===== src/rtl/drive_pkg.sv =====
// Shared types and default timing constants for the drive start/stop sequencer.
package drive_pkg;

  typedef enum logic [2:0] {
    StOff      = 3'd0,
    StPwrUp    = 3'd1,
    StIdle     = 3'd2,
    StRun      = 3'd3,
    StStopping = 3'd4,
    StDeadtime = 3'd5,
    StFault    = 3'd6
  } drive_state_e;

  // Action taken when the dead-time after a stop expires.
  typedef enum logic [2:0] {
    PendNone  = 3'd0,
    PendLeft  = 3'd1,
    PendRight = 3'd2,
    PendIdle  = 3'd3,
    PendOff   = 3'd4
  } pend_e;

  localparam int unsigned DefSpeedW   = 10;
  localparam int unsigned DefPwrDly   = 50;
  localparam int unsigned DefDirDly   = 20;
  localparam int unsigned DefRampStep = 8;
  localparam int unsigned TimerW      = 16;

endpackage


===== src/rtl/drive_ramp.sv =====
// Speed ramp register with saturating step toward a target, plus the DAC req/ack feed.
module drive_ramp import drive_pkg::*; #(
  parameter int unsigned SpeedW   = DefSpeedW,
  parameter int unsigned RampStep = DefRampStep
) (
  input  logic              clk_i,
  input  logic              rst_i,
  input  logic              tick_i,
  input  logic              ramp_en_i,
  input  logic              clear_i,
  input  logic [SpeedW-1:0] target_i,
  output logic [SpeedW-1:0] cur_o,
  output logic              dac_req_o,
  output logic [SpeedW-1:0] dac_data_o,
  input  logic              dac_ack_i
);

  localparam int unsigned ExtW = SpeedW + 1;

  logic [SpeedW-1:0] cur_q, cur_d;
  logic [SpeedW-1:0] last_q, last_d;
  logic [SpeedW-1:0] data_q, data_d;
  logic              req_q, req_d;

  logic [ExtW-1:0] cur_ext, tgt_ext, step_ext, up_sum, dn_floor;

  // One extra bit so the step can never wrap past either end of the range.
  assign cur_ext  = {1'b0, cur_q};
  assign tgt_ext  = {1'b0, target_i};
  assign step_ext = ExtW'(RampStep);
  assign up_sum   = cur_ext + step_ext;
  assign dn_floor = tgt_ext + step_ext;

  always_comb begin
    cur_d = cur_q;
    if (clear_i) begin
      cur_d = '0;
    end else if (tick_i && ramp_en_i) begin
      if (cur_ext < tgt_ext) begin
        cur_d = (up_sum >= tgt_ext) ? target_i : up_sum[SpeedW-1:0];
      end else if (cur_ext > tgt_ext) begin
        cur_d = (cur_ext >= dn_floor) ? SpeedW'(cur_ext - step_ext) : target_i;
      end
    end
  end

  // A word changed while a request is outstanding goes out on the following request.
  always_comb begin
    req_d  = req_q;
    data_d = data_q;
    last_d = last_q;
    if (req_q) begin
      if (dac_ack_i) begin
        req_d  = 1'b0;
        last_d = data_q;
      end
    end else if (cur_q != last_q) begin
      req_d  = 1'b1;
      data_d = cur_q;
    end
  end

  always_ff @(posedge clk_i) begin
    if (rst_i) begin
      cur_q  <= '0;
      last_q <= '0;
      data_q <= '0;
      req_q  <= 1'b0;
    end else begin
      cur_q  <= cur_d;
      last_q <= last_d;
      data_q <= data_d;
      req_q  <= req_d;
    end
  end

  assign cur_o      = cur_q;
  assign dac_req_o  = req_q;
  assign dac_data_o = data_q;

endmodule


===== src/rtl/drive_sequencer.sv =====
// Start/stop sequencer for one inverter channel: power-up delay, direction dead-time, ramp.
module drive_sequencer import drive_pkg::*; #(
  parameter int unsigned SPEED_W   = DefSpeedW,
  parameter int unsigned PWR_DLY   = DefPwrDly,
  parameter int unsigned DIR_DLY   = DefDirDly,
  parameter int unsigned RAMP_STEP = DefRampStep
) (
  input  logic               clk_in,
  input  logic               rst_in,
  input  logic               f100_in,
  input  logic               cmd_on,
  input  logic               cmd_off,
  input  logic               cmd_stop,
  input  logic               cmd_left,
  input  logic               cmd_right,
  input  logic [SPEED_W-1:0] speed_set,
  input  logic               fault_in,
  output logic               pwr_out,
  output logic               left_out,
  output logic               right_out,
  output logic               on_out,
  output logic               alarm_out,
  output logic [2:0]         state_out,
  output logic               dac_req_out,
  output logic [SPEED_W-1:0] dac_data_out,
  input  logic               dac_ack_in
);

  drive_state_e       state_q, state_d;
  pend_e              pend_q, pend_d;
  logic               dir_right_q, dir_right_d;
  logic [TimerW-1:0]  timer_q, timer_d;
  logic [SPEED_W-1:0] cur;
  logic               dir_cmd, dir_active;
  pend_e              dir_pend;

  // Left and right together cancel each other.
  assign dir_cmd    = cmd_left ^ cmd_right;
  assign dir_pend   = cmd_right ? PendRight : PendLeft;
  assign dir_active = (state_q == StRun) || (state_q == StStopping);

  always_comb begin
    state_d     = state_q;
    pend_d      = pend_q;
    dir_right_d = dir_right_q;
    timer_d     = timer_q;
    if (f100_in && (timer_q != '0)) timer_d = timer_q - 1'b1;

    unique case (state_q)
      StOff: begin
        if (cmd_on) begin
          state_d = StPwrUp;
          timer_d = TimerW'(PWR_DLY);
        end
      end
      StPwrUp: begin
        if (cmd_off) state_d = StOff;
        else if (timer_q == '0) state_d = StIdle;
      end
      StIdle: begin
        if (cmd_off) begin
          state_d = StOff;
        end else if (dir_cmd) begin
          state_d     = StRun;
          dir_right_d = cmd_right;
        end
      end
      StRun: begin
        if (cmd_off) begin
          pend_d  = PendOff;
          state_d = StStopping;
        end else if (cmd_stop) begin
          pend_d  = PendIdle;
          state_d = StStopping;
        end else if (dir_cmd && (cmd_right != dir_right_q)) begin
          pend_d  = dir_pend;
          state_d = StStopping;
        end
      end
      StStopping: begin
        if (cmd_off) pend_d = PendOff;
        else if (cmd_stop) pend_d = PendIdle;
        else if (dir_cmd) pend_d = dir_pend;
        if (cur == '0) begin
          state_d = StDeadtime;
          timer_d = TimerW'(DIR_DLY);
        end
      end
      StDeadtime: begin
        if (timer_q == '0) begin
          pend_d = PendNone;
          case (pend_q)
            PendLeft:  begin state_d = StRun; dir_right_d = 1'b0; end
            PendRight: begin state_d = StRun; dir_right_d = 1'b1; end
            PendOff:   state_d = StOff;
            default:   state_d = StIdle;
          endcase
        end
      end
      StFault: begin
        if (cmd_off && !fault_in) state_d = StOff;
      end
      default: state_d = StOff;
    endcase

    if (fault_in && (state_q != StOff)) begin
      state_d = StFault;
      pend_d  = PendNone;
    end
  end

  always_ff @(posedge clk_in) begin
    if (rst_in) begin
      state_q     <= StOff;
      pend_q      <= PendNone;
      dir_right_q <= 1'b0;
      timer_q     <= '0;
    end else begin
      state_q     <= state_d;
      pend_q      <= pend_d;
      dir_right_q <= dir_right_d;
      timer_q     <= timer_d;
    end
  end

  assign pwr_out   = (state_q != StOff) && (state_q != StFault);
  assign left_out  = dir_active && !dir_right_q;
  assign right_out = dir_active && dir_right_q;
  assign on_out    = (state_q == StRun);
  assign alarm_out = (state_q == StFault);
  assign state_out = state_q;

  drive_ramp #(
    .SpeedW   (SPEED_W),
    .RampStep (RAMP_STEP)
  ) u_ramp (
    .clk_i      (clk_in),
    .rst_i      (rst_in),
    .tick_i     (f100_in),
    .ramp_en_i  (dir_active),
    .clear_i    (state_d == StFault),
    .target_i   ((state_q == StRun) ? speed_set : '0),
    .cur_o      (cur),
    .dac_req_o  (dac_req_out),
    .dac_data_o (dac_data_out),
    .dac_ack_i  (dac_ack_in)
  );

endmodule

===== config.mk =====
export PLATFORM = sky130hd
export DESIGN_NAME = drive_sequencer
export DESIGN_NICKNAME = d
export VERILOG_FILES = /design/src/rtl/drive_pkg.sv /design/src/rtl/drive_ramp.sv /design/src/rtl/drive_sequencer.sv
export SDC_FILE = /design/constraint.sdc
export NUM_CORES = 1
export LEC_CHECK = 0
export BUFFER_PORTS_ARGS = -buffer_cell sky130_fd_sc_hd__clkbuf_2
export CAP_MARGIN = 20
export CORE_MARGIN = 8
export CORE_UTILIZATION = 38
export DETAILED_ROUTE_END_ITERATION = 10
export PLACE_DENSITY_LB_ADDON = 0.15
export SLEW_MARGIN = 5
export SYNTH_ARGS = -nofsm -noshare
export SYNTH_HDL_FRONTEND = slang
export SYNTH_SLANG_ARGS = --single-unit

===== constraint.sdc =====
create_clock -name clk_in -period 3.7 [get_ports clk_in]
set_clock_uncertainty 0.1 [all_clocks]
set_input_delay 0.74 -clock clk_in [delete_from_list [all_inputs] [get_ports clk_in]]
set_output_delay 0.74 -clock clk_in [all_outputs]
set_load 0.01 [all_outputs]

==> results.md <==
* Full die area at 0.0129 mm²
* CTS Buf Count at 5
* Setup-failing EPs final at 0
* Post-Synth Simple-Gate Area at 0.267
* # clock sinks at 54
* Status: complete, no violations
* Seq/Total Area, Yosys at 0.298
* Switch share at 0.434
* Flop pwr share at 0.319
* Pint at 1.36 mW
* Hold WS at 374 ps
* Main combinational cell family by area after synthesis: simple AND/OR/NAND/NOR gates
* Hold WC Path Type: flop to flop
* Die Y-Extent at 114 µm
* Initial Utilization at 0.393
* Initial antenna violation count at 0
* Peak supply drop at 0.000329 V
* Clk_lat worst skew at 300 ps
* Core Footprint at 0.00924 mm²
* Post-synth EDFFs at 0
* # DRC at 0
* Antenna viol nets, final at 0
* Port-buffer cells at 38
* Compound-Gate Fraction of Synth Area at 0.172
* Routed WL at a little under 10 mm
* Post-CTS Hold Fix Bufs at 0
* Clock share of power at 0.138
* Vias at approximately 3,400
* Most common cell after layout, fill and taps aside: dfxtp_1
* 1st-iter DRT viols at 141
* Syn-to-layout area delta at 15.2%
* Clk buf depth at 2
* Most frequent cells in the layout: dfxtp_1 (53), nand2_1 (52), nor2_1 (48)
* Io pins at 39
* Wire per inst at between 15 and 20 µm
* GR Util All Layers at 0.150
* Via-to-Cell Ratio at 5.29
* Final Hold Viols at 0
* Largest net degree at the start of global routing at 31
* Data arrival, critical path at 3610 ps
* # rows at 35
* Worst-Margin Slew at ~650 ps
* Multiplexer share of the synthesized area at 0.0386
* CP max FO at 6
* Tcrit/Tclk final at 0.938
* Worst EP required at 3840 ps
* GPL Wtd Cong at 0.869
* Adder-Cell Fraction of Synth Area at 0.0965
* Clock root buffer: clkbuf_8
* Min cycle time layout at 3470 ps
* Async S/R FF share, synth at 0
* Avg Inst Size Synth at just under 8 µm²
* Pwr/cell area at roughly 570 mW/mm²
* Total power at between 2 and 2.5 mW
* Top FF cell, synth: dfxtp_1
* Slew headroom at 0.564
* Post-layout nets at about 560
* Synth Net Count at 508
* Gate power share at 0.543
* First-pass GRT wire length at between 15 and 20 mm
* Post-Synthesis Cell Area at 0.00363 mm²
* Pre-antenna DRT Iters at 4
* Pleak at 1.71 nW
* Yosys reg bits at 54
* Distinct cells, synth at 52
* Post-synthesis cell count at 460
* Vias in the first global route at around 3,300
* Fmax at just under 0.3 GHz
* Grt total ovfl at 0
* Crit. End Element: flop
* ANT cells at 0
* Clk slew on worst S/H paths at 100 ps
* Crit Path Class: flop to flop
* H-tree level count at 2
* XOR/XNOR share of the synthesized area at 0.0917
* Setup TNS at 0 ps
* Layout cells sized above 1 at 0.159
* Switching power at about 1.0 mW
* Die Width at 114 µm
* Max Slew Vio Count at 0
* CP Launch Type: flop
* HPWL after DPL at 7.63 mm
* CTS tree: done
* Maxcap violations at 0
* Synth Warn # at 0
-- registers in the layout (all words and copies together), names as in the netlist --
register	cells
u_ramp.dac_req_o	1
timer_q	16
dir_right_q	1
pend_q	3
u_ramp.last_q	10
state_out	3
u_ramp.cur_o	10
u_ramp.dac_data_o	10
-- what timing repair did --
action	CTS	global route
hold endpoints to repair	0	0
setup endpoints to repair	0	8
resized for setup	0	2
setup buffers	0	2
-- routing by layer --
layer,up-vias,track usage,part of all wire
met5,-,0,0
met4,0,0.0488,0.020
met3,14,0.0296,0.051
met2,67,0.241,0.44
met1,1562,0.198,0.49
li1,1745,-,-
-- critical path: stages (launching register included) --
cell and delay, ps:
dfxtp_2 340, nor2b_4 150, nand2_1 100, inv_2 90
nand2_1 70, inv_1 80, ha_1 160, inv_1 70
nor2_1 120, xor2_1 160, nand2_1 70, ha_1 270
nor2b_1 130, or4_1 500, o22a_2 280, a22o_1 260
or3_1 320, a21oi_1 120
-- synth_stat cells (4+ instances only) --
master    instances  area, µm²
or2_2             4       25.0
ha_1             28        350
inv_1            18       67.6
nor2_1           48        180
clkbuf_1         16       60.1
o211ai_1          4       30.0
a21o_1            4       30.0
nand3_1          19       95.1
and3_1            7       43.8
nand2_1          53        199
nor4_1            7       43.8
nor2b_1           7       43.8
nor3_1           13       65.1
or4_1             4       30.0
a211oi_1          6       45.0
xnor2_1          28        245
xor2_1           10       87.6
o21ai_0          15       75.1
dfxtp_1          54       1080
or3_1             7       43.8
a21oi_1          35        175
nand4b_1          4       35.0
nand2b_1          4       25.0
nand4_1           7       43.8
mux2i_1          14        140
-- kinds of logic after synthesis --
logic type | after synthesis
flops | 54
compound gates | 95
buf+inv | 35
xor+xnor | 38
simple gates | 196
mux | 14
fa+ha+maj | 28
-- final cells by class --
| type | count | area [µm²] |
|---|---|---|
| Clock buffer | 5 | 68.8 |
| Clock inverter | 3 | 18.8 |
| Fill cell | 975 | 5060 |
| Inverter | 18 | 67.6 |
| Multi-Input combinational cell | 371 | 2430 |
| Sequential cell | 54 | 1080 |
| Tap cell | 129 | 161 |
| Timing Repair Buffer | 60 | 355 |
-- final timing paths --
path | start | slack (ps) | cells past startpoint | end
worst max-delay path | state_out[1] | 230 | 17 | u_ramp.cur_o[2]
worst min-delay path | u_ramp.last_q[4] | 370 | 2 | u_ramp.last_q[4]
worst max register to register | state_out[1] | 230 | 17 | u_ramp.cur_o[2]
worst min register to register | u_ramp.last_q[4] | 370 | 2 | u_ramp.last_q[4]
-- per-stage QoR --
stage,instance area [µm²],util,setup WS (ps),std cells
after floorplan,3660,-,12.1,460
after global placement,4080,0.441,139,630
after detailed placement,4080,0.441,67.9,630
after CTS,4160,0.451,118,638
after global routing,4180,0.453,-0.907,640
final,4180,0.453,231,640
-- power groups by stage --
| stage | Combinational [mW] | Sequential, mW | Clock [mW] |
|---|---|---|---|
| finish | 1.30 | 0.768 | 0.332 |
| global route | 1.46 | 0.780 | 0.370 |
| CTS | 1.29 | 0.767 | 0.345 |
| detailed placement | 1.28 | 0.779 | 0 |
| global placement | 1.28 | 0.775 | 0 |
| floorplan | 0.957 | 0.764 | 0 |
No activity file was read; power rests on OpenSTA's default activity.
